**src/rtl/sdram_rd_fifo_pkg.sv**
```systemverilog
// Shared definitions for the SDRAM read path: default widths, FSM encoding and
// a helper for sizing counters that must hold 0..N inclusive.
package sdram_rd_fifo_pkg;

  localparam int ADDR_W_DEF = 22;
  localparam int DATA_W_DEF = 16;

  typedef enum logic [1:0] {
    ST_IDLE  = 2'd0,
    ST_REQ   = 2'd1,
    ST_DRAIN = 2'd2,
    ST_DONE  = 2'd3
  } rd_state_e;

  function automatic int cnt_w(input int depth);
    return $clog2(depth + 1);
  endfunction

endpackage

```
**src/rtl/sdram_rd_fifo_if.sv**
```systemverilog
// Read-request channel towards the SDRAM controller plus the write port of the
// SDRAM->USB async FIFO; master is the read engine, slave is the memory/FIFO side.
interface sdram_rd_fifo_if
  import sdram_rd_fifo_pkg::*;
#(
  parameter int ADDR_W = ADDR_W_DEF,
  parameter int DATA_W = DATA_W_DEF
);

  logic [ADDR_W-1:0] rd_addr;
  logic              rd_valid;
  logic              rd_ready;
  logic [DATA_W-1:0] rd_rdata;
  logic              rd_rvalid;
  logic              fifo_wen;
  logic [DATA_W-1:0] fifo_wdata;
  logic              fifo_wfull;

  modport master (
    output rd_addr, rd_valid,
    input  rd_ready, rd_rdata, rd_rvalid,
    output fifo_wen, fifo_wdata,
    input  fifo_wfull
  );

  modport slave (
    input  rd_addr, rd_valid,
    output rd_ready, rd_rdata, rd_rvalid,
    input  fifo_wen, fifo_wdata,
    output fifo_wfull
  );

endinterface

```
**src/rtl/sdram_rd_fifo_skid.sv**
```systemverilog
// Return buffer for read data: a small synchronous FIFO whose depth equals the
// number of credits, so it can never be pushed while full.
module sdram_rd_fifo_skid
  import sdram_rd_fifo_pkg::*;
#(
  parameter int DATA_W = DATA_W_DEF,
  parameter int DEPTH  = 4
) (
  input  logic                      clk,
  input  logic                      rst,
  input  logic                      push,
  input  logic [DATA_W-1:0]         din,
  input  logic                      pop,
  output logic [DATA_W-1:0]         head,
  output logic                      empty,
  output logic [cnt_w(DEPTH)-1:0]   count
);

  localparam int PTR_W = $clog2(DEPTH);
  localparam int CNT_W = cnt_w(DEPTH);

  logic [DATA_W-1:0] mem [DEPTH];
  logic [PTR_W-1:0]  wr_ptr;
  logic [PTR_W-1:0]  rd_ptr;

  // Storage is data only and carries no reset.
  always_ff @(posedge clk) begin
    if (push) mem[wr_ptr] <= din;
  end

  always_ff @(posedge clk or posedge rst) begin
    if (rst) begin
      wr_ptr <= '0;
      rd_ptr <= '0;
      count  <= '0;
    end else begin
      if (push) wr_ptr <= wr_ptr + PTR_W'(1);
      if (pop)  rd_ptr <= rd_ptr + PTR_W'(1);
      case ({push, pop})
        2'b10:   count <= count + CNT_W'(1);
        2'b01:   count <= count - CNT_W'(1);
        default: count <= count;
      endcase
    end
  end

  assign head  = mem[rd_ptr];
  assign empty = (count == '0);

endmodule

```
**src/rtl/sdram_rd_fifo.sv**
```systemverilog
// Reads a burst of consecutive SDRAM words and forwards them, in order, into the
// SDRAM->USB FIFO; credits bound outstanding reads to the return-buffer depth.
module sdram_rd_fifo
  import sdram_rd_fifo_pkg::*;
#(
  parameter int ADDR_W     = ADDR_W_DEF,
  parameter int DATA_W     = DATA_W_DEF,
  parameter int SKID_DEPTH = 4
) (
  input  logic              sdram_clk,
  input  logic              rst,
  input  logic              sdram_init_done,
  input  logic              start,
  input  logic [ADDR_W-1:0] start_addr,
  input  logic [ADDR_W-1:0] length,
  output logic              busy,
  output logic              done,
  output logic              err_unexp,
  sdram_rd_fifo_if.master   bus
);

  localparam int CNT_W = cnt_w(SKID_DEPTH);
  localparam logic [CNT_W-1:0] CREDIT_FULL = CNT_W'(SKID_DEPTH);

  rd_state_e         state_q, state_d;
  logic [ADDR_W-1:0] addr_q, remaining_q;
  logic [CNT_W-1:0]  credit_q, credit_d, outst_q, outst_d;
  logic              rd_valid_q, err_q;
  logic              start_ok, accept, push, pop, unexp;
  logic              skid_empty;
  logic [DATA_W-1:0] skid_head;
  logic [CNT_W-1:0]  skid_count;

  assign start_ok = (state_q == ST_IDLE) && start && (length != '0);
  assign accept   = rd_valid_q && bus.rd_ready;
  assign push     = bus.rd_rvalid && (outst_q != '0);
  assign unexp    = bus.rd_rvalid && (outst_q == '0);
  assign pop      = !skid_empty && !bus.fifo_wfull;

  assign credit_d = credit_q - CNT_W'(accept) + CNT_W'(pop);
  assign outst_d  = outst_q + CNT_W'(accept) - CNT_W'(push);

  always_ff @(posedge sdram_clk or posedge rst) begin
    if (rst) state_q <= ST_IDLE;
    else     state_q <= state_d;
  end

  always_comb begin
    state_d = state_q;
    case (state_q)
      ST_IDLE:  if (start_ok) state_d = ST_REQ;
      ST_REQ:   if (accept && (remaining_q == ADDR_W'(1))) state_d = ST_DRAIN;
      ST_DRAIN: if ((outst_q == '0) && (skid_count == '0)) state_d = ST_DONE;
      ST_DONE:  state_d = ST_IDLE;
      default:  state_d = ST_IDLE;
    endcase
  end

  always_comb begin
    busy = (state_q != ST_IDLE);
    done = (state_q == ST_DONE);
  end

  // Request valid is registered from next-cycle state and credit so it stays
  // stable while waiting for rd_ready; only a falling init_done withdraws it.
  always_ff @(posedge sdram_clk or posedge rst) begin
    if (rst) begin
      addr_q      <= '0;
      remaining_q <= '0;
      credit_q    <= CREDIT_FULL;
      outst_q     <= '0;
      rd_valid_q  <= 1'b0;
      err_q       <= 1'b0;
    end else begin
      credit_q   <= credit_d;
      outst_q    <= outst_d;
      rd_valid_q <= (state_d == ST_REQ) && sdram_init_done && (credit_d != '0);
      if (start_ok) begin
        addr_q      <= start_addr;
        remaining_q <= length;
      end else if (accept) begin
        addr_q      <= addr_q + ADDR_W'(1);
        remaining_q <= remaining_q - ADDR_W'(1);
      end
      if (unexp)         err_q <= 1'b1;
      else if (start_ok) err_q <= 1'b0;
    end
  end

  sdram_rd_fifo_skid #(
    .DATA_W (DATA_W),
    .DEPTH  (SKID_DEPTH)
  ) u_skid (
    .clk   (sdram_clk),
    .rst   (rst),
    .push  (push),
    .din   (bus.rd_rdata),
    .pop   (pop),
    .head  (skid_head),
    .empty (skid_empty),
    .count (skid_count)
  );

  assign bus.rd_addr    = addr_q;
  assign bus.rd_valid   = rd_valid_q;
  assign bus.fifo_wen   = pop;
  assign bus.fifo_wdata = skid_empty ? '0 : skid_head;
  assign err_unexp      = err_q;

endmodule

```
**src/flat_wrapper.sv**
```systemverilog
// flat-port wrapper written by rule: the top's interface ports become plain ports
module sdram_rd_fifo_flat import sdram_rd_fifo_pkg::*;
#(
  parameter int ADDR_W     = ADDR_W_DEF,
  parameter int DATA_W     = DATA_W_DEF,
  parameter int SKID_DEPTH = 4
)
  (sdram_clk, rst, sdram_init_done, start, start_addr, length, busy, done, err_unexp, bus_rd_addr, bus_rd_valid, bus_rd_ready, bus_rd_rdata, bus_rd_rvalid, bus_fifo_wen, bus_fifo_wdata, bus_fifo_wfull);
  sdram_rd_fifo_if #(.ADDR_W(ADDR_W), .DATA_W(DATA_W)) bus_i ();
  input  logic sdram_clk;
  input  logic rst;
  input  logic sdram_init_done;
  input  logic start;
  input  logic [ADDR_W-1:0] start_addr;
  input  logic [ADDR_W-1:0] length;
  output logic busy;
  output logic done;
  output logic err_unexp;
  output wire logic [$bits(bus_i.rd_addr)-1:0] bus_rd_addr;
  output wire logic [$bits(bus_i.rd_valid)-1:0] bus_rd_valid;
  input wire logic [$bits(bus_i.rd_ready)-1:0] bus_rd_ready;
  input wire logic [$bits(bus_i.rd_rdata)-1:0] bus_rd_rdata;
  input wire logic [$bits(bus_i.rd_rvalid)-1:0] bus_rd_rvalid;
  output wire logic [$bits(bus_i.fifo_wen)-1:0] bus_fifo_wen;
  output wire logic [$bits(bus_i.fifo_wdata)-1:0] bus_fifo_wdata;
  input wire logic [$bits(bus_i.fifo_wfull)-1:0] bus_fifo_wfull;
  assign bus_rd_addr = bus_i.rd_addr;
  assign bus_rd_valid = bus_i.rd_valid;
  assign bus_i.rd_ready = bus_rd_ready;
  assign bus_i.rd_rdata = bus_rd_rdata;
  assign bus_i.rd_rvalid = bus_rd_rvalid;
  assign bus_fifo_wen = bus_i.fifo_wen;
  assign bus_fifo_wdata = bus_i.fifo_wdata;
  assign bus_i.fifo_wfull = bus_fifo_wfull;
  sdram_rd_fifo #(.ADDR_W(ADDR_W), .DATA_W(DATA_W), .SKID_DEPTH(SKID_DEPTH)) u_core (.sdram_clk(sdram_clk), .rst(rst), .sdram_init_done(sdram_init_done), .start(start), .start_addr(start_addr), .length(length), .busy(busy), .done(done), .err_unexp(err_unexp), .bus(bus_i));
endmodule
```
**config.mk**
```make
export PLATFORM = sky130hd
export DESIGN_NAME = sdram_rd_fifo_flat
export DESIGN_NICKNAME = d
export VERILOG_FILES = /design/src/rtl/sdram_rd_fifo_pkg.sv /design/src/rtl/sdram_rd_fifo_if.sv /design/src/rtl/sdram_rd_fifo_skid.sv /design/src/rtl/sdram_rd_fifo.sv /design/src/flat_wrapper.sv
export SDC_FILE = /design/constraint.sdc
export NUM_CORES = 1
export LEC_CHECK = 0
export CAP_MARGIN = 20
export CORE_ASPECT_RATIO = 0.9
export CORE_MARGIN = 1.5
export CORE_UTILIZATION = 37
export CTS_CLUSTER_DIAMETER = 120
export DETAILED_ROUTE_END_ITERATION = 10
export PLACE_DENSITY = 0.68
export SYNTH_ARGS = -nofsm -noshare
export SYNTH_HDL_FRONTEND = slang
export SYNTH_HIERARCHICAL = 1
export SYNTH_SLANG_ARGS = --single-unit
```
**constraint.sdc**
```tcl
create_clock -name sdram_clk -period 3.2 [get_ports sdram_clk]
set_clock_uncertainty 0.15 [all_clocks]
set_input_delay 0.64 -clock sdram_clk [delete_from_list [all_inputs] [get_ports sdram_clk]]
set_output_delay 0.64 -clock sdram_clk [all_outputs]
set_load 0.02 [all_outputs]
```
* Word-level counts from Yosys, hierarchy flattened
Memories as Yosys holds them, arrays and structs flattened.
Index checks and enable logic that the tools add are counted.
** Word-level totals
- Input bits :: 67
- Word-level logic and storage cells :: 64
- Bits in registers :: 61
- Output and inout bits :: 43
- Memories :: 1
- Bits in writable memories :: 64
** Cells by class
- Reduce and logical (&&, ||, !) cells :: 22
- Add/subtract/negate cells :: 10
- Equal/unequal tests :: 7
- Muxes and demuxes :: 14
** Memory list
- u_core.u_skid.mem :: depth 4, width 16, rd ports 1, clocked after Yosys merged registers in 0, write ports 1, RTL line sdram_rd_fifo_skid.sv:22 : logic [DATA_W-1:0] mem [DEPTH];
** Operator list (number)
- $mux 22 :: 4
- $add 22x1->22 const B :: 1
- $eq 22x1->1 const B :: 1
- $reduce_bool 22->1 :: 1
- $sub 22x1->22 const B :: 1
- $mux 16 :: 1
- $logic_and 1x1->1 :: 10
- $pmux 2 s4 :: 1
- $reduce_bool 2->1 :: 4
- $add 3x1->3 :: 2
- $eq 2x1->1 const B :: 3
- $eq 2x2->1 const B :: 3
- $logic_not 3->1 :: 2
- $mux 2 :: 3
- $pmux 3 s2 :: 1
- $reduce_bool 3->1 :: 2
- $sub 3x1->3 :: 2
- $add 2x1->2 const B :: 2
- $mux 1 :: 4
- $add 3x1->3 const B :: 1
- $sub 3x1->3 const B :: 1
- $logic_not 1->1 :: 2
- $logic_not 2->1 :: 1

* Logic depth before layout (Yosys ltp)
- Depth in word-level cells :: 8
- Depth in mapped cells :: 11
- Depth with buffers taken out :: 11

* Modules after synthesis
The synthesis kept the hierarchy.
** By module, submodules not included
- sdram_rd_fifo :: cells each 326, instances 1, sequential area each 1352.5 µm², area each 3286.9 µm²
- sdram_rd_fifo_skid :: cells each 120, instances 1, sequential area each 2097.0 µm², area each 2746.4 µm²

* Least setup slack after synthesis
No wires, ideal clock.
- Path kind :: register -> register
- From :: register u_core.u_skid.count[0]
- To :: register u_core.rd_valid_q (netlist: u_core/bus.rd_valid)
- Data arrival time :: 2.527 ns
- Path slack :: 0.430 ns
- Data required time :: 2.956 ns
- Path buffers :: 1
- Library setup time :: 0.094 ns
- Stages on the path, launching flop included :: 10
- Clock period less this slack :: 2.770 ns
- Cells stage by stage :: dfrtp_1 > nor3_1 > clkbuf_1 > nor2_1 > ha_1 > inv_1 > fa_1 > inv_1 > o311ai_0 > a211oi_1
** Between the ends
- Elaborated cells between the ends (all ways) :: 11
- Classes of those cells :: add/sub (1); eq/ne (1); mux (2); reduce/logical (7)
** RTL lines
- start: declaration :: RTL line sdram_rd_fifo_skid.sv:16 : output logic [cnt_w(DEPTH)-1:0] count
- start signal: assignment :: RTL line sdram_rd_fifo_skid.sv:40 : 2'b10: count <= count + CNT_W'(1);
- start signal: assignment :: RTL line sdram_rd_fifo_skid.sv:41 : 2'b01: count <= count - CNT_W'(1);
- start signal: assignment :: RTL line sdram_rd_fifo_skid.sv:42 : default: count <= count;
- $logic_not 3->1 :: RTL line sdram_rd_fifo_skid.sv:48 : assign empty = (count == '0);
- net u_core.skid_empty :: RTL line sdram_rd_fifo.sv:30 : logic skid_empty;
- $logic_not 1->1 :: RTL line sdram_rd_fifo.sv:38 : assign pop = !skid_empty && !bus.fifo_wfull;
- $logic_and 1x1->1 :: RTL line sdram_rd_fifo.sv:38
- net bus_fifo_wen :: RTL line flat_wrapper.sv:24 : output wire logic [$bits(bus_i.fifo_wen)-1:0] bus_fifo_wen;
- $add 3x1->3 :: RTL line sdram_rd_fifo.sv:40 : assign credit_d = credit_q - CNT_W'(accept) + CNT_W'(pop);
- net u_core.credit_d[1] :: RTL line sdram_rd_fifo.sv:27 : logic [CNT_W-1:0] credit_q, credit_d, outst_q, outst_d;
- $reduce_bool 3->1 :: RTL line sdram_rd_fifo.sv:77 : rd_valid_q <= (state_d == ST_REQ) && sdram_init_done && (credit_d != '0);
- $logic_and 1x1->1 :: RTL line sdram_rd_fifo.sv:77
- end signal: assignment :: RTL line sdram_rd_fifo.sv:77
- end: declaration :: RTL line sdram_rd_fifo.sv:28 : logic rd_valid_q, err_q;
The timed path passes the listed nets, and every way through them passes these cells.
A chain may end at the register's enable or synchronous reset.

* Worst setup path after layout
- From :: register u_core.u_skid.rd_ptr[0]
- To :: output port bus_fifo_wdata[6]
** Between the ends
- Longest elaborated chain between the ends :: 2
** RTL lines
- start: declaration :: RTL line sdram_rd_fifo_skid.sv:24 : logic [PTR_W-1:0] rd_ptr;
- start signal: assignment :: RTL line sdram_rd_fifo_skid.sv:38 : if (pop) rd_ptr <= rd_ptr + PTR_W'(1);
- $mem_v2 4x16
- net u_core.skid_head[6] :: RTL line sdram_rd_fifo.sv:31 : logic [DATA_W-1:0] skid_head;
- $mux 16 :: RTL line sdram_rd_fifo.sv:107 : assign bus.fifo_wdata = skid_empty ? '0 : skid_head;
- end: declaration :: RTL line flat_wrapper.sv:25 : output wire logic [$bits(bus_i.fifo_wdata)-1:0] bus_fifo_wdata;
The timed path passes the listed nets, and every way through them passes these cells.

==> impl_metrics.py <==
metrics = {
    "global_routing": {
        "grt_usage_pct": 16.9,
        "grt_pass1_wl_um": 21500,
        "grt_overflow_total": 0,
        "grt_pass1_vias": 4248,
        "grt_max_degree": 33,
        "antenna_found_initial": 0,
    },
    "synthesis": {
        "synth-edff-count": 64,
        "synth.top_cell.area_share_pct": 31.9,
        "ys.warnings.count": 6,
        "yosys_register_bits": 125,
        "synth_nets": 528,
        "synth-main-ff-cell": "edfxtp_1",
        "synth.most_common_cell": "edfxtp_1",
        "yosysTopAreaCell": "edfxtp_1",
        "synthArstFlopShare_pct": 48.8,
        "synth_cells": 446,
        "ys_seq_area_share_pct": 57.2,
        "syn_area_um2": 6030,
        "synth_area_leaders": "edfxtp_1 (32%), dfrtp_1 (25%), mux2_2 (4.1%)",
        "synth_common_cells": "edfxtp_1 (64), dfrtp_1 (60), xnor2_1 (24)",
        "synth_cell_types": 50,
        "syn_avg_cell_area_um2": 13.5,
    },
    "placement": {
        "dp_slack_ns": 0.0591,
        "gp_congestion": 0.843,
        "port_buffers": 109,
        "hpwl_um": 9700,
        "place_area_um2": 7470,
        "dp_cells": 764,
    },
    "clocking": {
        "cts_tree": "built",
        "postCtsSetupBuffers": 0,
        "cts_resized": 0,
        "cts-hold-fix-buffers": 0,
        "cts_root_buf": "clkbuf_16",
        "cts_buffers": 17,
        "cts.clk_slew.worst_paths_ns": 0.06,
        "htree_levels": 4,
        "cts_sinks": 125,
        "clock_latency_ns": 0.42,
        "clockBufferDepth": 2,
    },
    "routing": {
        "routed_wl_um": 13500,
        "drt-pass1-iter-count": 4,
        "via_per_inst": 5.29,
        "drtAntennaViolNets": 0,
        "vias": 4209,
        "wire_per_inst_um": 17.0,
        "drc": 0,
        "drt-initial-drc-count": 198,
    },
    "finish": {
        "diodes": 0,
        "fin_area_um2": 8040,
        "nNetsFinal": 658,
        "stdcell_count": 795,
        "syn_to_final_growth_pct": 33.3,
        "drive_above_1_share_pct": 15.5,
    },
    "timing": {
        "grt_setup_unrepaired": "no",
        "slew_headroom_pct": 57.5,
        "tightest_slew_ns": 0.636,
        "period_needed_ns": 3.07,
        "setup_violations": 0,
        "slew_violations": 0,
        "hold_viol_final": 0,
        "max_freq_mhz": 326,
        "fin_tns_setup_ns": 0,
        "finalCritPeriodShare_pct": 95.8,
        "timing.hold.ws_ns": 0.330,
        "fin_ws_ns": 0.133,
    },
    "die": {
        "dieWidth_um": 138,
        "ios": 110,
        "fp-row-count": 44,
        "start_util_pct": 37.7,
        "core_um2": 16000,
        "die_y_um": 124,
        "die-area_um2": 17100,
    },
    "setup_path": {
        "crit_path_top_delay_cell": "mux4_1",
        "cp_cell_sequence": "buf_4 > mux4_1 > nor2b_1 > clkdlybuf4s50_1",
        "critPathRequiredTime_ns": 2.41,
        "cp-start-kind": "flip-flop",
        "crit_buf_inv": 2,
        "crit_type": "flip-flop to output pin",
        "cp.arrival_ns": 2.28,
        "max_stage_delay_ns": 0.59,
        "worstSetupEndpointType": "output pin",
        "critical-path-top-delay-family": "buffers and inverters",
        "critPathMaxFanout": 11,
    },
    "outcome": {
        "status": "completed",
    },
    "pwr": {
        "switching_share_pct": 33.7,
        "switchingPower_w": 0.00243,
        "peakVddDrop_mv": 0.652,
        "power_leakage_nw": 2.95,
        "combPwrFrac_pct": 37.4,
        "p_int_w": 0.00478,
        "seqPwrFrac_pct": 36.8,
        "p_per_area_nw_per_um2": 896,
        "power.share.clock_pct": 25.7,
    },
    "run": {
        "drv_cap": 0,
    },
    "min_path": {
        "hold_class": "flip-flop to flip-flop",
    },
}
[routing by layer]
metal	GRT usage [%]	vias up	part of all wire [%]
met2	27.6	131	48
li1	-	1992	-
met1	21.5	2068	44
met4	6.12	0	1.5
met3	4.88	18	6.2
met5	0	-	0
[path summary, 6_finish.rpt]
path,cells after the start,end,slack [ns],from
setup / recovery,4,bus_fifo_wdata[6],0.13,u_core/u_skid/rd_ptr[0]
hold / removal,1,u_core/outst_q[2],0.33,u_core/outst_q[2]
setup reg to reg,11,u_core/bus.rd_valid,0.69,u_core/bus.rd_valid
hold reg to reg,1,u_core/outst_q[2],0.33,u_core/outst_q[2]
max in group asynchronous,3,u_core/remaining_q[2],1.76,rst
min in group asynchronous,2,u_core/u_skid/wr_ptr[0],0.42,rst
[placed cells by master, fill, tap and decap left out, types with 3 or more instances in the layout]
| cell | count |
|---|---|
| o21ai_0 | 13 |
| mux4_1 | 8 |
| inv_1 | 21 |
| and4_1 | 6 |
| nor2b_1 | 18 |
| nand4_1 | 11 |
| buf_12 | 3 |
| nand3_1 | 10 |
| or3_1 | 10 |
| nor3_1 | 5 |
| a31oi_1 | 21 |
| buf_4 | 19 |
| inv_6 | 3 |
| dfrtp_1 | 60 |
| o31ai_1 | 8 |
| fa_1 | 3 |
| nor4_1 | 7 |
| a22o_1 | 3 |
| clkinvlp_4 | 3 |
| xnor2_1 | 24 |
| edfxtp_1 | 64 |
| and2_1 | 6 |
| xor2_1 | 7 |
| or4_1 | 11 |
| clkdlybuf4s50_1 | 109 |
| nor2_1 | 6 |
| a211oi_1 | 22 |
| clkbuf_16 | 17 |
| mux4_2 | 8 |
| ha_1 | 12 |
| clkinv_2 | 3 |
| mux2_2 | 22 |
| nand2_1 | 15 |
[sequential cells by signal, summed over array words and instances, names as in the netlist]
register / count
u_core/outst_q: 3
u_core/bus.rd_addr: 22
u_core/bus.rd_valid: 1
u_core/u_skid/rd_ptr: 2
u_core/u_skid/wr_ptr: 2
u_core/state_q: 2
u_core/u_skid/count: 3
u_core/u_skid/mem: 64
u_core/remaining_q: 22
u_core/err_unexp: 1
u_core/credit_q: 3
[cells by family after synthesis]
family	share of synthesized area [%]
AOI/OAI and AO/OA	8.19
buffers and inverters	3.36
DFF	57.2
and+or+nand+nor	12.5
adders and majority gates	3.48
muxes	10.7
xor gates and xnor gates	4.50
[final cells by class]
| cell class | instances | area, um^2 |
|---|---|---|
| fillers | 1376 | 7980 |
| flip-flops and latches | 125 | 3450 |
| multi-input cells | 278 | 2380 |
| repair buffers | 131 | 1290 |
| clock buffers | 17 | 425 |
| well taps | 207 | 259 |
| clock inverters | 14 | 145 |
| inverters | 23 | 86.3 |
[power groups by stage]
stage               Combinational [W]  Clock, W  Sequential (W)
floorplan                     0.00157         0         0.00271
global placement              0.00264         0         0.00265
detailed placement            0.00273         0         0.00268
CTS                           0.00273   0.00190         0.00266
global route                  0.00296   0.00196         0.00273
finish                        0.00270   0.00186         0.00265
[through the flow]
stage                     util, %  total power (W)
after floorplan                 -          0.00428
after detailed placement     46.6          0.00541
after global routing         50.2          0.00765
after global placement       46.6          0.00529
final                        50.2          0.00721
after CTS                    50.2          0.00729
[worst register-to-register path, delay by kind of cell, from the launching register on]
kind                     cells  cell delay [ns]
flip-flops                   1             0.47
buffers and inverters        3             0.18
AO/OA/AOI/OAI                2             0.39
adder cells (fa/ha/maj)      3             0.77
XOR/XNOR                     2             0.29
AND/OR/NAND/NOR              1             0.13
Power figures use the tool's default switching activity.
